## src/rtl/bus_arb_pkg.sv

```systemverilog
// ============================================================================
// Module  : bus_arb_pkg
// Desc    : Shared types and helpers for the round-robin bus arbiter.
// Rev     : 1.0  initial release
// ============================================================================
`default_nettype none

package bus_arb_pkg;

   localparam int BE_W = 4;

   typedef enum logic [0:0] {
      IDLE = 1'b0,
      BUSY = 1'b1
   } state_t;

   // Wrapping increment for non-power-of-2 master counts.
   function automatic int rr_next(input int ptr, input int n);
      return (ptr + 1 >= n) ? 0 : ptr + 1;
   endfunction

endpackage

`default_nettype wire

```

## src/rtl/bus_arbiter_rr_pick.sv

```systemverilog
// ============================================================================
// Module  : rr_pick
// Desc    : Combinational round-robin picker: first request at or after ptr.
// Rev     : 1.0  initial release
// ============================================================================
`default_nettype none

module rr_pick #(
   parameter int N    = 4,
   parameter int ID_W = 2
) (
   input  logic [N-1:0]    req,
   input  logic [ID_W-1:0] ptr,
   output logic [ID_W-1:0] grant_idx,
   output logic            any_req
);

   logic [2*N-1:0] w_mask;
   logic [2*N-1:0] w_dbl;

   // Upper copy of req supplies the wrapped-around candidates below ptr.
   always_comb begin : p_pick
      int idx;
      w_mask = '0;
      for (int i = 0; i < 2*N; i++) begin
         w_mask[i] = (i >= int'(ptr));
      end
      w_dbl = {req, req} & w_mask;
      idx   = 0;
      for (int i = 2*N-1; i >= 0; i--) begin
         if (w_dbl[i]) idx = i;
      end
      if (idx >= N) idx = idx - N;
      grant_idx = ID_W'(idx);
      any_req   = |req;
   end

endmodule

`default_nettype wire

```

## src/rtl/bus_arbiter_rr.sv

```systemverilog
// ============================================================================
// Module  : bus_arbiter_rr
// Desc    : N-master to 1-slave round-robin arbiter with lock and watchdog.
// Rev     : 1.0  initial release
// ============================================================================
`default_nettype none

module bus_arbiter_rr
   import bus_arb_pkg::*;
#(
   parameter int N_MASTERS = 4,
   parameter int ID_W      = $clog2(N_MASTERS),
   parameter int DATA_W    = 32,
   parameter int TIMEOUT   = 256
) (
   input  logic                        i_clk,
   input  logic                        i_rst,
   input  logic [N_MASTERS-1:0]        i_bus_en,
   input  logic [N_MASTERS-1:0]        i_wr_rd,
   input  logic [N_MASTERS*DATA_W-1:0] i_wr_data,
   input  logic [N_MASTERS*DATA_W-1:0] i_addr,
   input  logic [N_MASTERS*BE_W-1:0]   i_byte_en,
   input  logic [N_MASTERS-1:0]        i_atomic,
   output logic [N_MASTERS-1:0]        o_ack,
   output logic [N_MASTERS-1:0]        o_err,
   output logic [N_MASTERS*DATA_W-1:0] o_rd_data,
   input  logic                        i_ack,
   input  logic [DATA_W-1:0]           i_rd_data,
   output logic                        o_bus_en,
   output logic                        o_wr_en,
   output logic [DATA_W-1:0]           o_wr_data,
   output logic [DATA_W-1:0]           o_addr,
   output logic [BE_W-1:0]             o_byte_en,
   output logic                        o_atomic,
   output logic [ID_W-1:0]             o_id
);

   localparam int c_wd_w = (TIMEOUT > 1) ? $clog2(TIMEOUT) : 1;
   localparam logic [c_wd_w-1:0] c_wd_last = c_wd_w'(TIMEOUT - 1);

   state_t              r_state, w_state_nxt;
   logic [ID_W-1:0]     r_owner, w_owner_nxt;
   logic [ID_W-1:0]     r_rr_ptr, w_ptr_nxt;
   logic [c_wd_w-1:0]   r_wd_cnt, w_wd_nxt;

   logic [DATA_W-1:0]   w_addr    [N_MASTERS];
   logic [DATA_W-1:0]   w_wr_data [N_MASTERS];
   logic [BE_W-1:0]     w_byte_en [N_MASTERS];

   logic [ID_W-1:0]     w_grant_idx;
   logic                w_any_req;
   logic                w_busy;
   logic                w_own_req;
   logic                w_own_atomic;
   logic                w_wd_fire;
   logic [ID_W-1:0]     w_ptr_adv;

   for (genvar k = 0; k < N_MASTERS; k++) begin : g_unpack
      assign w_addr[k]    = i_addr[k*DATA_W +: DATA_W];
      assign w_wr_data[k] = i_wr_data[k*DATA_W +: DATA_W];
      assign w_byte_en[k] = i_byte_en[k*BE_W +: BE_W];
   end

   rr_pick #(
      .N    (N_MASTERS),
      .ID_W (ID_W)
   ) u_pick (
      .req       (i_bus_en),
      .ptr       (r_rr_ptr),
      .grant_idx (w_grant_idx),
      .any_req   (w_any_req)
   );

   assign w_busy       = (r_state == BUSY);
   assign w_own_req    = i_bus_en[r_owner];
   assign w_own_atomic = i_atomic[r_owner];
   assign w_ptr_adv    = ID_W'(rr_next(int'(r_owner), N_MASTERS));
   // Abort takes precedence, so the watchdog only fires on a still-held request.
   assign w_wd_fire    = (TIMEOUT != 0) && w_busy && w_own_req && !i_ack
                         && (r_wd_cnt == c_wd_last);

   always_ff @(posedge i_clk) begin
      if (!i_rst) begin
         r_state  <= IDLE;
         r_owner  <= '0;
         r_rr_ptr <= '0;
         r_wd_cnt <= '0;
      end else begin
         r_state  <= w_state_nxt;
         r_owner  <= w_owner_nxt;
         r_rr_ptr <= w_ptr_nxt;
         r_wd_cnt <= w_wd_nxt;
      end
   end

   always_comb begin
      w_state_nxt = r_state;
      w_owner_nxt = r_owner;
      w_ptr_nxt   = r_rr_ptr;
      w_wd_nxt    = r_wd_cnt;
      case (r_state)
         IDLE: begin
            if (w_any_req) begin
               w_owner_nxt = w_grant_idx;
               w_state_nxt = BUSY;
               w_wd_nxt    = '0;
            end
         end
         BUSY: begin
            if (!w_own_req) begin
               w_state_nxt = IDLE;
               w_ptr_nxt   = w_ptr_adv;
            end else if (i_ack && w_own_atomic) begin
               w_wd_nxt    = '0;
            end else if (i_ack) begin
               w_state_nxt = IDLE;
               w_ptr_nxt   = w_ptr_adv;
               w_wd_nxt    = '0;
            end else if (w_wd_fire) begin
               w_state_nxt = IDLE;
               w_ptr_nxt   = w_ptr_adv;
            end else if (r_wd_cnt != '1) begin
               w_wd_nxt    = r_wd_cnt + 1'b1;
            end
         end
         default: w_state_nxt = IDLE;
      endcase
   end

   always_comb begin
      o_ack     = '0;
      o_err     = '0;
      o_rd_data = '0;
      o_bus_en  = 1'b0;
      o_wr_en   = 1'b0;
      o_wr_data = '0;
      o_addr    = '0;
      o_byte_en = '0;
      o_atomic  = 1'b0;
      o_id      = '0;
      if (w_busy) begin
         o_bus_en  = w_own_req && !w_wd_fire;
         o_wr_en   = i_wr_rd[r_owner];
         o_wr_data = w_wr_data[r_owner];
         o_addr    = w_addr[r_owner];
         o_byte_en = w_byte_en[r_owner];
         o_atomic  = w_own_atomic;
         o_id      = r_owner;
         o_ack[r_owner] = i_ack || w_wd_fire;
         o_err[r_owner] = w_wd_fire;
         o_rd_data[int'(r_owner)*DATA_W +: DATA_W] = i_rd_data;
      end
   end

endmodule

`default_nettype wire

```

## config.mk

```make
export PLATFORM = sky130hd
export DESIGN_NAME = bus_arbiter_rr
export DESIGN_NICKNAME = d
export VERILOG_FILES = /design/src/rtl/bus_arb_pkg.sv /design/src/rtl/bus_arbiter_rr_pick.sv /design/src/rtl/bus_arbiter_rr.sv
export SDC_FILE = /design/constraint.sdc
export NUM_CORES = 1
export LEC_CHECK = 0
export ABC_AREA = 1
export BUFFER_PORTS_ARGS = -buffer_cell sky130_fd_sc_hd__buf_2
export CORE_AREA = 10 10 196 198
export CTS_CLUSTER_DIAMETER = 150
export CTS_CLUSTER_SIZE = 8
export DETAILED_ROUTE_END_ITERATION = 7
export DIE_AREA = 0 0 206 208
export HOLD_SLACK_MARGIN = 0.1
export PLACE_DENSITY = 0.36
export SLEW_MARGIN = 20
export SYNTH_ARGS = -nofsm -noshare
export SYNTH_HDL_FRONTEND = slang
export SYNTH_SLANG_ARGS = --single-unit
```

## constraint.sdc

```tcl
create_clock -name i_clk -period 1.9 [get_ports i_clk]
set_input_delay 0.095 -clock i_clk [delete_from_list [all_inputs] [get_ports i_clk]]
set_output_delay 0.095 -clock i_clk [all_outputs]
set_load 0.02 [all_outputs]
```

==> results by group <==
Run status
  – Status: complete, but fails checks
  – Failing checks: negative setup slack

Yosys
  – Post-synthesis register bit count: 13
  – Mapped Cells: between 900 and 1000
  – Async SR Flop Fraction: 0
  – Top FF cell, synth: dfxtp_1
  – Avg Cell Area, Syn: around 4.6 µm²
  – Yosys warning total: 0
  – Mapped Nets: 1270
  – Seq/Total Area, Yosys: 0.05994
  – Number of synthesized flops with an enable pin: 0
  – Post-synthesis cell area: 0.004342 mm²
  – Distinct cells, synth: 25

Clock network
  – Cts hold-fix bufs: 0
  – Clock-pin slew on the worst setup and hold paths: 50 ps
  – CTS Buf Count: 3
  – CTS Buffer Depth: 2
  – Clk root buf: clkbuf_16
  – Clk_lat worst skew: 240 ps
  – Htree depth: 1
  – Clock Sink Count: 13
  – CTS tree: built

Min path
  – Hold EP: r_rr_ptr[1]
  – Worst hold path class: in2reg
  – Hold Path Origin: i_rst
  – Hold-critical path depth: 3

Die
  – Die X: 206 µm
  – Core region area: 0.03437 mm²
  – Die Span Y: 208 µm
  – DIE AREA: 0.04285 mm²
  – Initial core utilization: 0.1263
  – Row count: 68
  – IO Count: about 530

Placed design
  – Dpl cells: about 1900
  – HPWL Detailed: 31.34 mm
  – GP Congestion: 0.8675
  – # port buffers: 527

Layout
  – Share of layout cells above drive strength 1: 0.5047
  – Area delta synth->final: 128.8%
  – Final nets: between 1500 and 2000
  – Finished Layout Cells: 1941
  – Fin util: 0.2891
  – Most common cell after layout, fill and taps aside: buf_2
  – Most frequent cells in the layout: 443 x buf_2, 333 x nor2_1, 134 x o21ai_0

Drt
  – DRC viols: 0
  – DRT iter0 DRCs: 445
  – Drt wl/cell: between 20 and 25 µm
  – Routed Antenna Nets: 0
  – Drt pass-1 iters: 5
  – Vias per cell: 4.318
  – Vias: 8381
  – DRT Wirelength: 40.45 mm

STA
  – Worst slew pin tran: around 500 ps
  – RSZ-0062 raised after global routing: true
  – Max Clock Skew: 3.062 ps
  – Setup ws final: -47.41 ps
  – Slew HR: 0.6717
  – Fmax: 513.5 MHz
  – Max-slew violations: 0
  – Final worst-path cycle share: 1.025
  – Hold Fails Final Rpt: 0
  – # setup viols final: 17
  – Post-layout min period: 1947 ps

Global routing
  – Met2 Use GR: 0.3036
  – Busiest grt layer: met2
  – Via count of the first global-routing pass: 8556
  – Met1 GRT Util: 0.1857
  – Met3 Resource Use GR: 0.05143
  – Largest net degree at the start of global routing: 80
  – Initial antenna violation count: 15
  – First-pass GRT wire length: 56.15 mm
  – Gr usage total: 0.1705
  – GRT Residual Overflow: 0

Worst setup path
  – CP Capture Type: primary output
  – CP bufs+invs: 6
  – Critical path type: reg2out
  – Critical path's slowest cell: dfxtp_4
  – R2R setup slack: between 200 and 250 ps
  – Worst r2r path cells: 6
  – Crit Reg-Reg Startpoint: r_state
  – Worst path required time: between 1500 and 2000 ps
  – Top delay family on crit path: buffers and inverters
  – Crit path largest cell delay: 390 ps
  – Worst EP arrival: approximately 1900 ps
  – R2r endpoint: r_owner[1]
  – Cell mode on critical path: buf_6
  – CP Launch Type: flip-flop
  – Critical-path cell list: inv_6 > ha_4 > inv_4 > nor3_4 > buf_6 > clkinvlp_4 > buf_12 > nor2_4 > buf_6
  – Worst-path fanout max: 4

Power and ir drop
  – Max VDD drop: 0.3010 mV
  – Pwr Density: 395.3 mW/mm²
  – Leak: 4.988 nW

Run
  – Max-Cap Viols: 0
==> final cells by class <==
cell class                 instances  area, µm²
clock buffer                       4      78.83
antenna                           12      30.03
sequential                        13      270.3
tap                              455      569.3
multi-input combinational        797       4567
timing repair buffer             602       4182
inverter                          58      239.0
fill                            3938      24440
==> how the worst max path moves through the flow <==
| stage | start | endpoint | slack [ps] | depth (start not counted) |
|---|---|---|---|---|
| after global placement | r_owner[0] | r_rr_ptr[1] | -110 | 11 |
| after CTS | r_owner[0] | o_rd_data[36] | -90 | 9 |
| after detailed placement | r_owner[0] | r_rr_ptr[1] | -40 | 11 |
| final | r_owner[0] | o_rd_data[63] | -50 | 9 |
| after floorplan | r_owner[0] | o_rd_data[65] | 7 | 9 |
| after global routing | r_owner[1] | o_rd_data[100] | -140 | 9 |
==> stage by stage <==
stage / hold WS (ps) / cell area [µm²] / TNS (ps) / total power, mW / setup slack, ps
detailed placement: 389.7 / 8685 / -42.13 / 3.066 / -42.13
CTS: 135.7 / 9460 / -1492 / 3.780 / -86.85
finish: 136.7 / 9936 / -392.2 / 3.928 / -47.41
global placement: 380.1 / 8685 / -106.1 / 3.077 / -105.4
floorplan: 215.4 / 5246 / 0 / 1.911 / 7.273
global route: 138.5 / 9928 / -5864 / 4.222 / -137.6
==> cell families after synthesis <==
| family | share of synthesized area |
|---|---|
| compound gates | 0.2582 |
| simple gates | 0.5257 |
| flops | 0.05994 |
| buf+inv | 0.1360 |
| fa+ha+maj | 0.02017 |
==> repair_timing <==
action,4_1_cts,5_1_grt
setup buffers,6,3
cloned,8,5
endpoints found under the setup margin,148,198
pin swaps,4,6
resized for setup,120,111
==> per-layer routing <==
layer  wire [µm]  up-vias  share of wire
li1            -     4135              -
met5          36        -        0.00089
met1       15200     3788           0.38
met3        3679       46          0.091
met4        1082        6          0.027
met2       20440      406           0.51
==> registers in the layout, indices dropped and copies added, names as in the netlist <==
| signal | cells |
|---|---|
| r_owner | 2 |
| r_state | 1 |
| r_rr_ptr | 2 |
| r_wd_cnt | 8 |
==> power by group <==
group | switching, mW | leakage [nW] | internal [mW]
combinational | 1.94 | 4.84 | 1.27
clock | 0.119 | 0.0382 | 0.284
sequential | 0.0205 | 0.108 | 0.291
==> worst register-to-register path: cells and delay by family (launching register included) <==
kind,cells,cell delay (ps)
buffers and inverters,2,510
AND/OR/NAND/NOR,2,440
flip-flops,1,360
AO/OA/AOI/OAI,2,280
==> Yosys cell counts (7+ instances only) <==
master / instances / share of area
a21oi_1: 78 / 0.090
buf_1: 15 / 0.013
buf_2: 10 / 0.012
buf_4: 16 / 0.028
clkbuf_1: 33 / 0.029
dfxtp_1: 13 / 0.060
ha_1: 7 / 0.020
inv_1: 52 / 0.045
nand2_1: 94 / 0.081
nand3_1: 25 / 0.029
nor2_1: 372 / 0.32
nor3_1: 68 / 0.078
o21ai_0: 134 / 0.15
o21ai_1: 9 / 0.010
Note: power is estimated with default switching activity, not from simulation.
